**src/rtl/dequantizer_array.sv**
```systemverilog
// N-lane level-to-FP32 dequantizer: 3-stage lock-step pipeline, power-of-two scale, FP32 pass-through lanes.
// Optional macro DEQ_ROUND_EN selects round-to-nearest-even instead of truncation for >24-bit magnitudes.
module dequantizer_array #(
    parameter int NUM_LANES = 2,
    parameter int LEVEL_W   = 32
) (
    input  logic                      clk,
    input  logic                      rst,
    input  logic                      in_valid,
    output logic                      in_ready,
    input  logic [32*NUM_LANES-1:0]   level,
    input  logic [NUM_LANES-1:0]      is_weight,
    input  logic [7:0]                step_exp,
    output logic                      out_valid,
    input  logic                      out_ready,
    output logic [32*NUM_LANES-1:0]   weight_fp,
    output logic [NUM_LANES-1:0]      sat_flag
);

    localparam int SHIFT = 32 - LEVEL_W;

    logic adv;

    logic                         v1_d, v1_q, v2_d, v2_q, v3_d, v3_q;
    logic [7:0]                   step1_d, step1_q, step2_d, step2_q;
    logic [NUM_LANES-1:0]         wt1_d, wt1_q, wt2_d, wt2_q;
    logic [NUM_LANES-1:0]         sign1_d, sign1_q, sign2_d, sign2_q;
    logic [NUM_LANES-1:0]         zero2_d, zero2_q;
    logic [NUM_LANES-1:0][31:0]   data1_d, data1_q, raw2_d, raw2_q;
    logic [NUM_LANES-1:0][22:0]   mant2_d, mant2_q;
    logic [NUM_LANES-1:0][5:0]    exp2_d, exp2_q;
    logic [NUM_LANES-1:0][31:0]   fp3_d, fp3_q;
    logic [NUM_LANES-1:0]         sat3_d, sat3_q;

    // Every stage moves together whenever the output register is free or being drained.
    assign adv       = out_ready | ~v3_q;
    assign in_ready  = adv;
    assign out_valid = v3_q;
    assign weight_fp = fp3_q;
    assign sat_flag  = sat3_q;

    // S1: sign-extend the level slot and split it into sign and magnitude.
    always_comb begin : s1_comb
        logic [31:0]        slot;
        logic signed [31:0] sext;
        // NOTE: every always_comb target gets a default up front so no path leaves it unassigned (no latch).
        v1_d    = in_valid;
        step1_d = step_exp;
        wt1_d   = is_weight;
        sign1_d = '0;
        data1_d = '0;
        for (int i = 0; i < NUM_LANES; i++) begin
            slot = level[32*i +: 32];
            sext = slot << SHIFT;
            sext = sext >>> SHIFT;
            if (is_weight[i]) begin
                sign1_d[i] = sext[31];
                data1_d[i] = sext[31] ? -sext : sext;
            end else begin
                data1_d[i] = slot;
            end
        end
    end

    // S2: leading-one detect and normalise; the hidden one is dropped from the mantissa.
    always_comb begin : s2_comb
        logic [31:0] mag;
        logic [4:0]  pos;
`ifdef DEQ_ROUND_EN
        logic [30:0] norm;
        logic        round_up;
        logic [23:0] rounded;
`endif
        v2_d    = v1_q;
        step2_d = step1_q;
        wt2_d   = wt1_q;
        sign2_d = sign1_q;
        raw2_d  = data1_q;
        zero2_d = '0;
        mant2_d = '0;
        exp2_d  = '0;
        for (int i = 0; i < NUM_LANES; i++) begin
            mag = data1_q[i];
            pos = '0;
            for (int b = 0; b < 32; b++) begin
                if (mag[b]) pos = 5'(b);
            end
            zero2_d[i] = (mag == 32'd0);
`ifdef DEQ_ROUND_EN
            norm     = 31'(mag << (5'd31 - pos));
            round_up = norm[7] & (norm[8] | (norm[6:0] != 7'd0));
            rounded  = {1'b0, norm[30:8]} + {23'd0, round_up};
            // A carry out of the mantissa leaves it all zero and bumps the exponent.
            mant2_d[i] = rounded[22:0];
            exp2_d[i]  = {1'b0, pos} + {5'd0, rounded[23]};
`else
            mant2_d[i] = 23'((mag << (5'd31 - pos)) >> 8);
            exp2_d[i]  = {1'b0, pos};
`endif
        end
    end

    // S3: biased exponent with the shared scale, then saturate, flush or pack.
    always_comb begin : s3_comb
        logic signed [9:0] e_big;
        v3_d   = v2_q;
        fp3_d  = '0;
        sat3_d = '0;
        for (int i = 0; i < NUM_LANES; i++) begin
            e_big = 10'sd127 + $signed({4'd0, exp2_q[i]})
                  + $signed({{2{step2_q[7]}}, step2_q});
            if (!wt2_q[i]) begin
                fp3_d[i] = raw2_q[i];
            end else if (zero2_q[i]) begin
                fp3_d[i] = '0;
            end else if (e_big >= 10'sd255) begin
                fp3_d[i]  = {sign2_q[i], 31'h7F7F_FFFF};
                sat3_d[i] = 1'b1;
            end else if (e_big <= 10'sd0) begin
                fp3_d[i]  = {sign2_q[i], 31'd0};
                sat3_d[i] = 1'b1;
            end else begin
                fp3_d[i] = {sign2_q[i], e_big[7:0], mant2_q[i]};
            end
        end
    end

    // NOTE: sequential state uses non-blocking assignments so every flop samples pre-edge values.
    always_ff @(posedge clk or posedge rst) begin
        if (rst) begin
            v1_q    <= 1'b0;
            v2_q    <= 1'b0;
            v3_q    <= 1'b0;
            step1_q <= '0;
            step2_q <= '0;
            wt1_q   <= '0;
            wt2_q   <= '0;
            sign1_q <= '0;
            sign2_q <= '0;
            zero2_q <= '0;
            data1_q <= '0;
            raw2_q  <= '0;
            mant2_q <= '0;
            exp2_q  <= '0;
            fp3_q   <= '0;
            sat3_q  <= '0;
        end else if (adv) begin
            v1_q    <= v1_d;
            v2_q    <= v2_d;
            v3_q    <= v3_d;
            step1_q <= step1_d;
            step2_q <= step2_d;
            wt1_q   <= wt1_d;
            wt2_q   <= wt2_d;
            sign1_q <= sign1_d;
            sign2_q <= sign2_d;
            zero2_q <= zero2_d;
            data1_q <= data1_d;
            raw2_q  <= raw2_d;
            mant2_q <= mant2_d;
            exp2_q  <= exp2_d;
            fp3_q   <= fp3_d;
            sat3_q  <= sat3_d;
        end
    end

endmodule

```
**config.mk**
```make
export PLATFORM = sky130hd
export DESIGN_NAME = dequantizer_array
export DESIGN_NICKNAME = d
export VERILOG_FILES = /design/src/rtl/dequantizer_array.sv
export SDC_FILE = /design/constraint.sdc
export NUM_CORES = 1
export LEC_CHECK = 0
export CAP_MARGIN = 5
export CELL_PAD_IN_SITES_DETAIL_PLACEMENT = 1
export CELL_PAD_IN_SITES_GLOBAL_PLACEMENT = 1
export CORE_UTILIZATION = 45
export DETAILED_ROUTE_END_ITERATION = 10
export GPL_ROUTABILITY_DRIVEN = 0
export PLACE_DENSITY_LB_ADDON = 0.1
export SLEW_MARGIN = 20
export SYNTH_ARGS = -nofsm -noshare
export SYNTH_HDL_FRONTEND = slang
export SYNTH_SLANG_ARGS = --single-unit
```
**constraint.sdc**
```tcl
create_clock -name clk -period 12.55 [get_ports clk]
set_input_delay 2.51 -clock clk [delete_from_list [all_inputs] [get_ports clk]]
set_output_delay 2.51 -clock clk [all_outputs]
set_load 0.05 [all_outputs]
```
Yosys cells after proc, flatten, opt, wreduce, memory -nomap -nowiden

Index checks and enable logic that the tools add are counted.

Output and inout bits: 68
Register bits after elaboration: 279
Input bits: 78

$add $sub $neg: 8
Bitwise logic cells: 2
Shift-type cells: 2
Reductions and logical operators: 2
Order comparisons: 4
Multiplexer cells: 84

Operator list:

| kind                                                                               | count |
|---|---|
| 5-bit two-way mux                                                                  | 58 |
| 32-bit two-way mux                                                                 | 8 |
| 31-bit two-way mux                                                                 | 4 |
| 32-bit logical NOT                                                                 | 2 |
| 32-bit negation                                                                    | 2 |
| 32-bit by 5-bit << shifter with 31-bit output                                      | 2 |
| 9-bit by 8-bit adder with 10-bit output                                            | 2 |
| 10-bit by 9-bit >= comparator with 1-bit output (second input constant)            | 2 |
| 10-bit by 1-bit less-or-equal comparator with 1-bit output (second input constant) | 2 |
| 7-bit by 5-bit adder with 8-bit output (first input constant)                      | 2 |
| 1-bit two-way mux                                                                  | 12 |
| 5-bit subtractor (first input constant)                                            | 2 |
| 2-bit two-way mux                                                                  | 2 |
| 1-bit NOT                                                                          | 1 |
| 1-bit OR                                                                           | 1 |

Logic depth before layout (Yosys ltp)

Gate-level depths: netlist of run 1.

Word-level depth: 33
Depth in mapped cells: 15
Depth with buffers taken out: 14

Least setup slack after synthesis of run 1

No wires, ideal clock.

Path kind: input to output
From: input port out_ready
To: output port in_ready
Data required time: 10.040 ns
Arrival: 3.841 ns
Setup slack: 6.199 ns
Stages on the path: 5
Cells stage by stage: nor2b_1 -> inv_1 -> clkbuf_1 -> clkbuf_1 -> clkbuf_1

Longest elaborated chain between the ends: 1

Ends and longest elaborated chain:

| what            | RTL line | RTL |
|---|---|---|
| start, declared | 15       | `input logic out_ready,` |
| 1-bit OR        | 36       | `assign adv = out_ready \| ~v3_q;` |
| end, declared   | 10       | `output logic in_ready,` |

No other way between the ends.

Worst setup path after layout of run 1

Same ends and word-level chain as after synthesis.

==> results of run 1 <==
==> layer usage <==
| metal | track usage | vias to the layer above | share of wire |
|---|---|---|---|
| met3 | 0.04891 | 83 | 0.067 |
| li1 | - | 7826 | - |
| met1 | 0.4516 | 8341 | 0.49 |
| met5 | 0 | - | 0 |
| met4 | 0.06710 | 0 | 0.019 |
| met2 | 0.4169 | 580 | 0.42 |
==> path summary, 6_finish.rpt <==
path / start / endpoint / slack (ns)
setup / recovery: out_ready / in_ready / 5.40
hold / removal: raw2_q[55]$_DFFE_PP0P_ / raw2_q[55]$_DFFE_PP0P_ / 0.47
setup reg to reg: exp2_q[6]$_DFFE_PP0P_ / weight_fp[32]$_DFFE_PP0P_ / 8.32
hold reg to reg: raw2_q[55]$_DFFE_PP0P_ / raw2_q[55]$_DFFE_PP0P_ / 0.47
max in group asynchronous: rst / wt1_q[1]$_DFFE_PP0P_ / 7.99
min in group asynchronous: rst / weight_fp[4]$_DFFE_PP0P_ / 2.45
==> Yosys cell counts, types with 11 or more instances <==
library cell	n
o211ai_1	40
mux2i_1	119
a21o_1	12
nand2_1	457
o21bai_1	27
nor3_1	35
buf_1	14
mux2_2	12
ha_1	22
buf_2	23
a221oi_1	11
a21oi_1	132
inv_1	64
nand3_1	55
o31ai_1	17
xor2_1	35
nor2_1	158
nor2b_1	17
clkbuf_1	129
a31oi_1	38
dfrtp_1	279
o21ai_0	170
nor4_1	24
o22ai_1	17
and2_1	11
nand2b_1	43
xnor2_1	38
a211oi_1	15
==> power by group <==
part           leakage [nW]  internal [mW]  switching, mW
registers              3.37           1.25          0.410
logic                  5.03           1.01           1.79
clock network         0.490          0.513          0.375
==> state kept, by name, summed over array words and instances (netlist names) <==
| signal | flops |
|---|---|
| step2_q | 8 |
| sign1_q | 2 |
| mant2_q | 46 |
| data1_q | 32 |
| exp2_q | 10 |
| wt2_q | 2 |
| weight_fp | 64 |
| sat_flag | 2 |
| v1_q | 1 |
| out_valid | 1 |
| raw2_q | 64 |
| s2_comb.mag | 32 |
| sign2_q | 2 |
| zero2_q | 2 |
| step1_q | 8 |
| v2_q | 1 |
| wt1_q | 2 |
==> logic make-up (layout without fill, tap and decap cells) <==
logic type / after synthesis / count (layout)
and+or+nand+nor: 869 / 869
AOI/OAI and AO/OA: 584 / 584
DFF: 279 / 279
buffers and inverters: 240 / 287
muxes: 135 / 135
xor gates and xnor gates: 73 / 73
adders and majority gates: 24 / 24
==> through the flow <==
step	util	worst slack [ns]	cell area (µm²)	power [mW]	hold slack, ns
after floorplan	-	2.346	17950	3.534	0.4300
after global placement	0.4999	5.497	19500	4.328	0.4425
after detailed placement	0.4999	5.484	19500	4.420	0.4512
after CTS	0.5251	5.471	20480	5.330	0.4643
after global routing	0.5251	5.372	20480	5.681	0.4826
final	0.5251	5.400	20480	5.351	0.4654
==> cell usage in the layout, fill, tap and decap left out, drive strengths merged, types with 9 or more instances in the layout <==
cell type / netlist / routed
nor3: 35 / 35
or4: 11 / 11
buf: 46 / 23
a221oi: 11 / 11
mux2: 12 / 12
nor4: 26 / 26
nor2b: 17 / 17
ha: 22 / 22
o31ai: 18 / 18
o211ai: 40 / 40
a221o: 9 / 9
o21bai: 27 / 27
o22ai: 17 / 17
a211oi: 16 / 16
xor2: 35 / 35
a31oi: 39 / 39
dfrtp: 279 / 279
a211o: 10 / 10
and3: 9 / 9
nand4: 10 / 10
a22oi: 10 / 10
clkbuf: 130 / 44
and2: 11 / 11
clkdlybuf4s50: 0 / 145
inv: 64 / 65
nand3: 55 / 55
a21oi: 132 / 132
nor2: 160 / 160
nand2: 457 / 457
xnor2: 38 / 38
or3: 10 / 10
mux2i: 120 / 120
a21o: 12 / 12
nand2b: 43 / 43
o21ai: 174 / 174
==> worst max-delay path, cell delays in order <==
cell             delay [ns]
clkdlybuf4s50_1        0.51
nor2b_4                0.08
inv_6                  0.49
clkdlybuf4s50_1        0.94
==> area by class of cell <==
cell class,instances,share of cell area
Timing Repair Buffer,168,0.07929
Sequential cell,279,0.3408
Tap cell,518,0.03164
Clock buffer,44,0.04367
Multi-Input combinational cell,1685,0.4878
Clock inverter,11,0.004398
Inverter,64,0.01234
==> results.cfg, run 1 <==
[synth]
ys_async_sr_fraction = 1.000
ys_seq_elements = 279
yosys_warnings = 0
synthesis.area_um2 = 17950
synth_largest_area_cell = dfrtp_1
synthTopCellsByArea = dfrtp_1 (39%), nand2_1 (9.6%), mux2i_1 (6.6%)
synth.area.mux_share = 0.07892
synth_top_family_by_area = simple AND/OR/NAND/NOR gates
synth_edf_count = 0
postSynthCellCount = 2204
ys_types = 86
ys.flop_type = dfrtp_1
syn_avg_cell_area_um2 = 8.142
synth.top_cell.area_share = 0.3890
synth-xor-area-share = 0.03563
ys_seq_area_frac = 0.3890
synthAdderAreaFrac = 0.01757
synthSimpleGateAreaFrac = 0.2155
syn-num-nets = 2306
synth_compound_area_frac = 0.2080

[run_status]
status = finished clean

[grt]
grt_pass1_vias = 16780
grt_use_total = 0.2908
grt_max_degree = 113
grt_pass1_wl_um = 95050
overflow = 0
antenna_found_initial = 0

[clock_tree]
cts_tree = built
cts-root-buf = clkbuf_16
cts_resized = 0
post-cts-setup-buffer-count = 0
cts_inserted_buffers = 31
cts_num_sinks = 279
cts_max_level = 1
postCtsHoldBufs = 0
clkTransAtPathRegs_ns = 0.06
clkLatencyLatePin_ns = 0.58
cts.path.max_buffers = 3

[die]
core.rowCount = 72
dieHeight_um = 201.7
die_x_um = 201.7
die_area_um2 = 40680
initial_utilization = 0.4601
core_um2 = 39010
io_pins = 146

[sta]
final_hold_viol_count = 0
rsz0062_at_grt = false
min_period_ns = 7.150
setup-violations-final = 0
max_freq_ghz = 0.1399
post-route-period-util = 0.5697
relSlewSlack = 0.2892
tightest_slew_ns = 1.060
tns_ns = 0
worst_clock_skew_ns = 0.01224
drv_slew = 0

[drt]
ant_nets = 0
wirelength_um = 59260
routedWlPerCell_um = 21.40
drt_iter0_markers = 1363
vias = 16830
drcViolationCount = 0
drt_pass1_iterations = 5
vias_per_cell = 6.078

[worst_hold_path]
whs_path_depth = 2
hold_path.class = register to register

[worst_setup_path]
r2r_cells = 13
worstPathArrival_ns = 4.64
critPathCaptureType = output port
start_kind = input port
worstSetupPathType = input port to output port
required_ns = 10.04
crit_fanout = 86

[pwr]
ir_worst_vdd_uv = 114.9
p_per_area_nw_per_um2 = 261.3
power.leakage_nw = 8.888

[final_layout]
n_antenna_cell = 0
nFillCells = 4663
multi_input_area_um2 = 9992
layout.nets = 2331
drive_above_1_share = 0.05020
layout.cells.non_filler = 2769
area_growth_pct = 14.14
seq_area_um2 = 6982

[placed_design]
dp_cells = 2714
portBuffers = 145
hpwl_um = 42730

[job]
max_cap_violations = 0
Note: power is estimated with default switching activity, not from simulation.
==> inputs of run 2 (changes only) <==
- CORE_UTILIZATION: 45 -> 40
- clock period: 12.55 -> 5.75 ns (I/O delays scaled with it)
==> run 2 against run 1 <==
  * Flip-flop and latch count stayed put
  * First-iteration DRC count fell by 2.5%
  * Sequential share of layout area decreased by 0.33 points
  * Register-to-register slack worse by 6.9 ns
  * Power increased by 120%
  * Cell area is 0.97% higher
  * Worst setup slack got worse by 4.0 ns
  * Core utilization is 5.7 points lower
  * Critical path type is now register to register
  * Largest cell class unchanged
  * Largest power group unchanged
==> results.cfg, run 2 (same netlist as run 1, synthesis figures left out) <==
[run_status]
status = finished clean

[final_layout]
drive_above_1_share = 0.05149
n_antenna_cell = 0
fin_area_um2 = 20680
layout_common_cells = nand2_1 (457), dfrtp_1 (279), o21ai_0 (170)
layout.nets = 2337
area_growth_pct = 15.24
final_common_cell = nand2_1

[grt]
antenna_found_initial = 0
grt_pass1_vias = 16700
grt_max_degree = 160
grt_pass1_wl_um = 96580
grt_use_total = 0.2707
overflow = 0

[sta]
drv_slew = 0
setup-violations-final = 0
max_freq_ghz = 0.2305
min_period_ns = 4.339
tightest_slew_ns = 1.063
timing.final.ws_setup_ns = 1.411
post-route-period-util = 0.7545
relSlewSlack = 0.2898
tns_ns = 0
final_hold_viol_count = 0
worst_clock_skew_ns = 0.02475
rsz0062_at_grt = false

[worst_setup_path]
worstSetupPathType = register to register
critPathCaptureType = register
required_ns = 6.17
worstPathArrival_ns = 4.76
start_kind = register
crit_fanout = 21

[die]
core.rowCount = 77
die_x_um = 213.8
initial_utilization = 0.4058
dieHeight_um = 213.8
die_area_um2 = 45720
io_pins = 146
core_um2 = 44220

[drt]
drt_pass1_iterations = 5
vias = 16620
ant_nets = 0
routedWlPerCell_um = 21.38
wirelength_um = 60820
drcViolationCount = 0
drt_iter0_markers = 1329
vias_per_cell = 5.843

[pwr]
seq_power_share = 0.307
intPower_mw = 6.143
p_per_area_nw_per_um2 = 571.6
clkPwrFrac = 0.174
power.leakage_nw = 8.936
sw_frac_of_total = 0.4804
power.switching_mw = 5.679
comb_power_share = 0.520
ir_worst_vdd_uv = 339.6

[clock_tree]
cts_tree = built
postCtsHoldBufs = 0
clkLatencyLatePin_ns = 0.56
cts.path.max_buffers = 3
cts_resized = 0
cts_max_level = 2
post-cts-setup-buffer-count = 0
cts_inserted_buffers = 34
clkTransAtPathRegs_ns = 0.06
cts_num_sinks = 279
cts-root-buf = clkbuf_16

[worst_hold_path]
hold_path.class = register to register

[placed_design]
hpwl_um = 43390
portBuffers = 145
dpl-instance-area_um2 = 19650
pre_cts_slack_ns = 1.531

[job]
max_cap_violations = 0
## run 2: cell count changes in the layout (fill, tap and decap cells not counted), sizes merged
cell	previous run	this run
buf	23	26
bufinv	1	0
clkbuf	44	47
clkinv	8	5
## run 2: routing by layer
layer,track usage,wire [µm],up-vias
met1,0.4200,30710,8286
met5,0,0,-
met3,0.04643,3610,71
met2,0.3820,25200,438
li1,-,-,7827
met4,0.07094,1303,0
## run 2: stage by stage
stage	hold slack [ns]	utilization	total power [mW]	cells
floorplan	0.4300	-	7.715	2204
global placement	0.4447	0.4443	9.538	2791
detailed placement	0.4504	0.4443	9.701	2791
CTS	0.4634	0.4677	11.82	2845
global route	0.4854	0.4677	12.60	2845
finish	0.4614	0.4677	11.82	2845
## run 2: cell type report
class | count | area [µm²]
Inverter | 64 | 249.0
Clock inverter | 7 | 53.80
Fill cell | 5198 | 23540
Tap cell | 592 | 740.7
Sequential cell | 279 | 6982
Clock buffer | 47 | 979.7
Timing Repair Buffer | 171 | 1684
Multi-Input combinational cell | 1685 | 9992
## run 2: power groups by stage
stage          Clock [mW]  Combinational (mW)  Sequential, mW
5_1_grt              2.18                6.70            3.73
3_5_place_dp            0                6.06            3.64
6_report             2.05                6.14            3.63
3_3_place_gp            0                5.92            3.62
2_1_floorplan           0                3.83            3.89
4_1_cts              2.11                6.10            3.61
## run 2: worst paths after layout
kind | endpoint | slack [ns] | from | cells after the start
worst max-delay path | mant2_q[42]$_DFFE_PP0P_ | 1.41 | s2_comb.mag[9]$_DFFE_PP0P_ | 10
worst min-delay path | raw2_q[24]$_DFFE_PP0P_ | 0.46 | raw2_q[24]$_DFFE_PP0P_ | 2
worst max register to register | mant2_q[42]$_DFFE_PP0P_ | 1.41 | s2_comb.mag[9]$_DFFE_PP0P_ | 10
worst min register to register | raw2_q[24]$_DFFE_PP0P_ | 0.46 | raw2_q[24]$_DFFE_PP0P_ | 2
max in group asynchronous | s2_comb.mag[7]$_DFFE_PP0P_ | 3.69 | rst | 3
min in group asynchronous | weight_fp[4]$_DFFE_PP0P_ | 0.89 | rst | 2
## run 2: worst max-delay path, cell delays in order (launching register included)
cell,delay [ns]
dfrtp_1,0.56
or4_1,0.60
o211ai_1,0.24
a21o_1,0.57
buf_4,0.41
mux2i_1,0.34
mux2i_1,0.22
mux2i_1,0.43
nor2_1,0.10
a2111oi_0,0.59
o2bb2ai_1,0.13
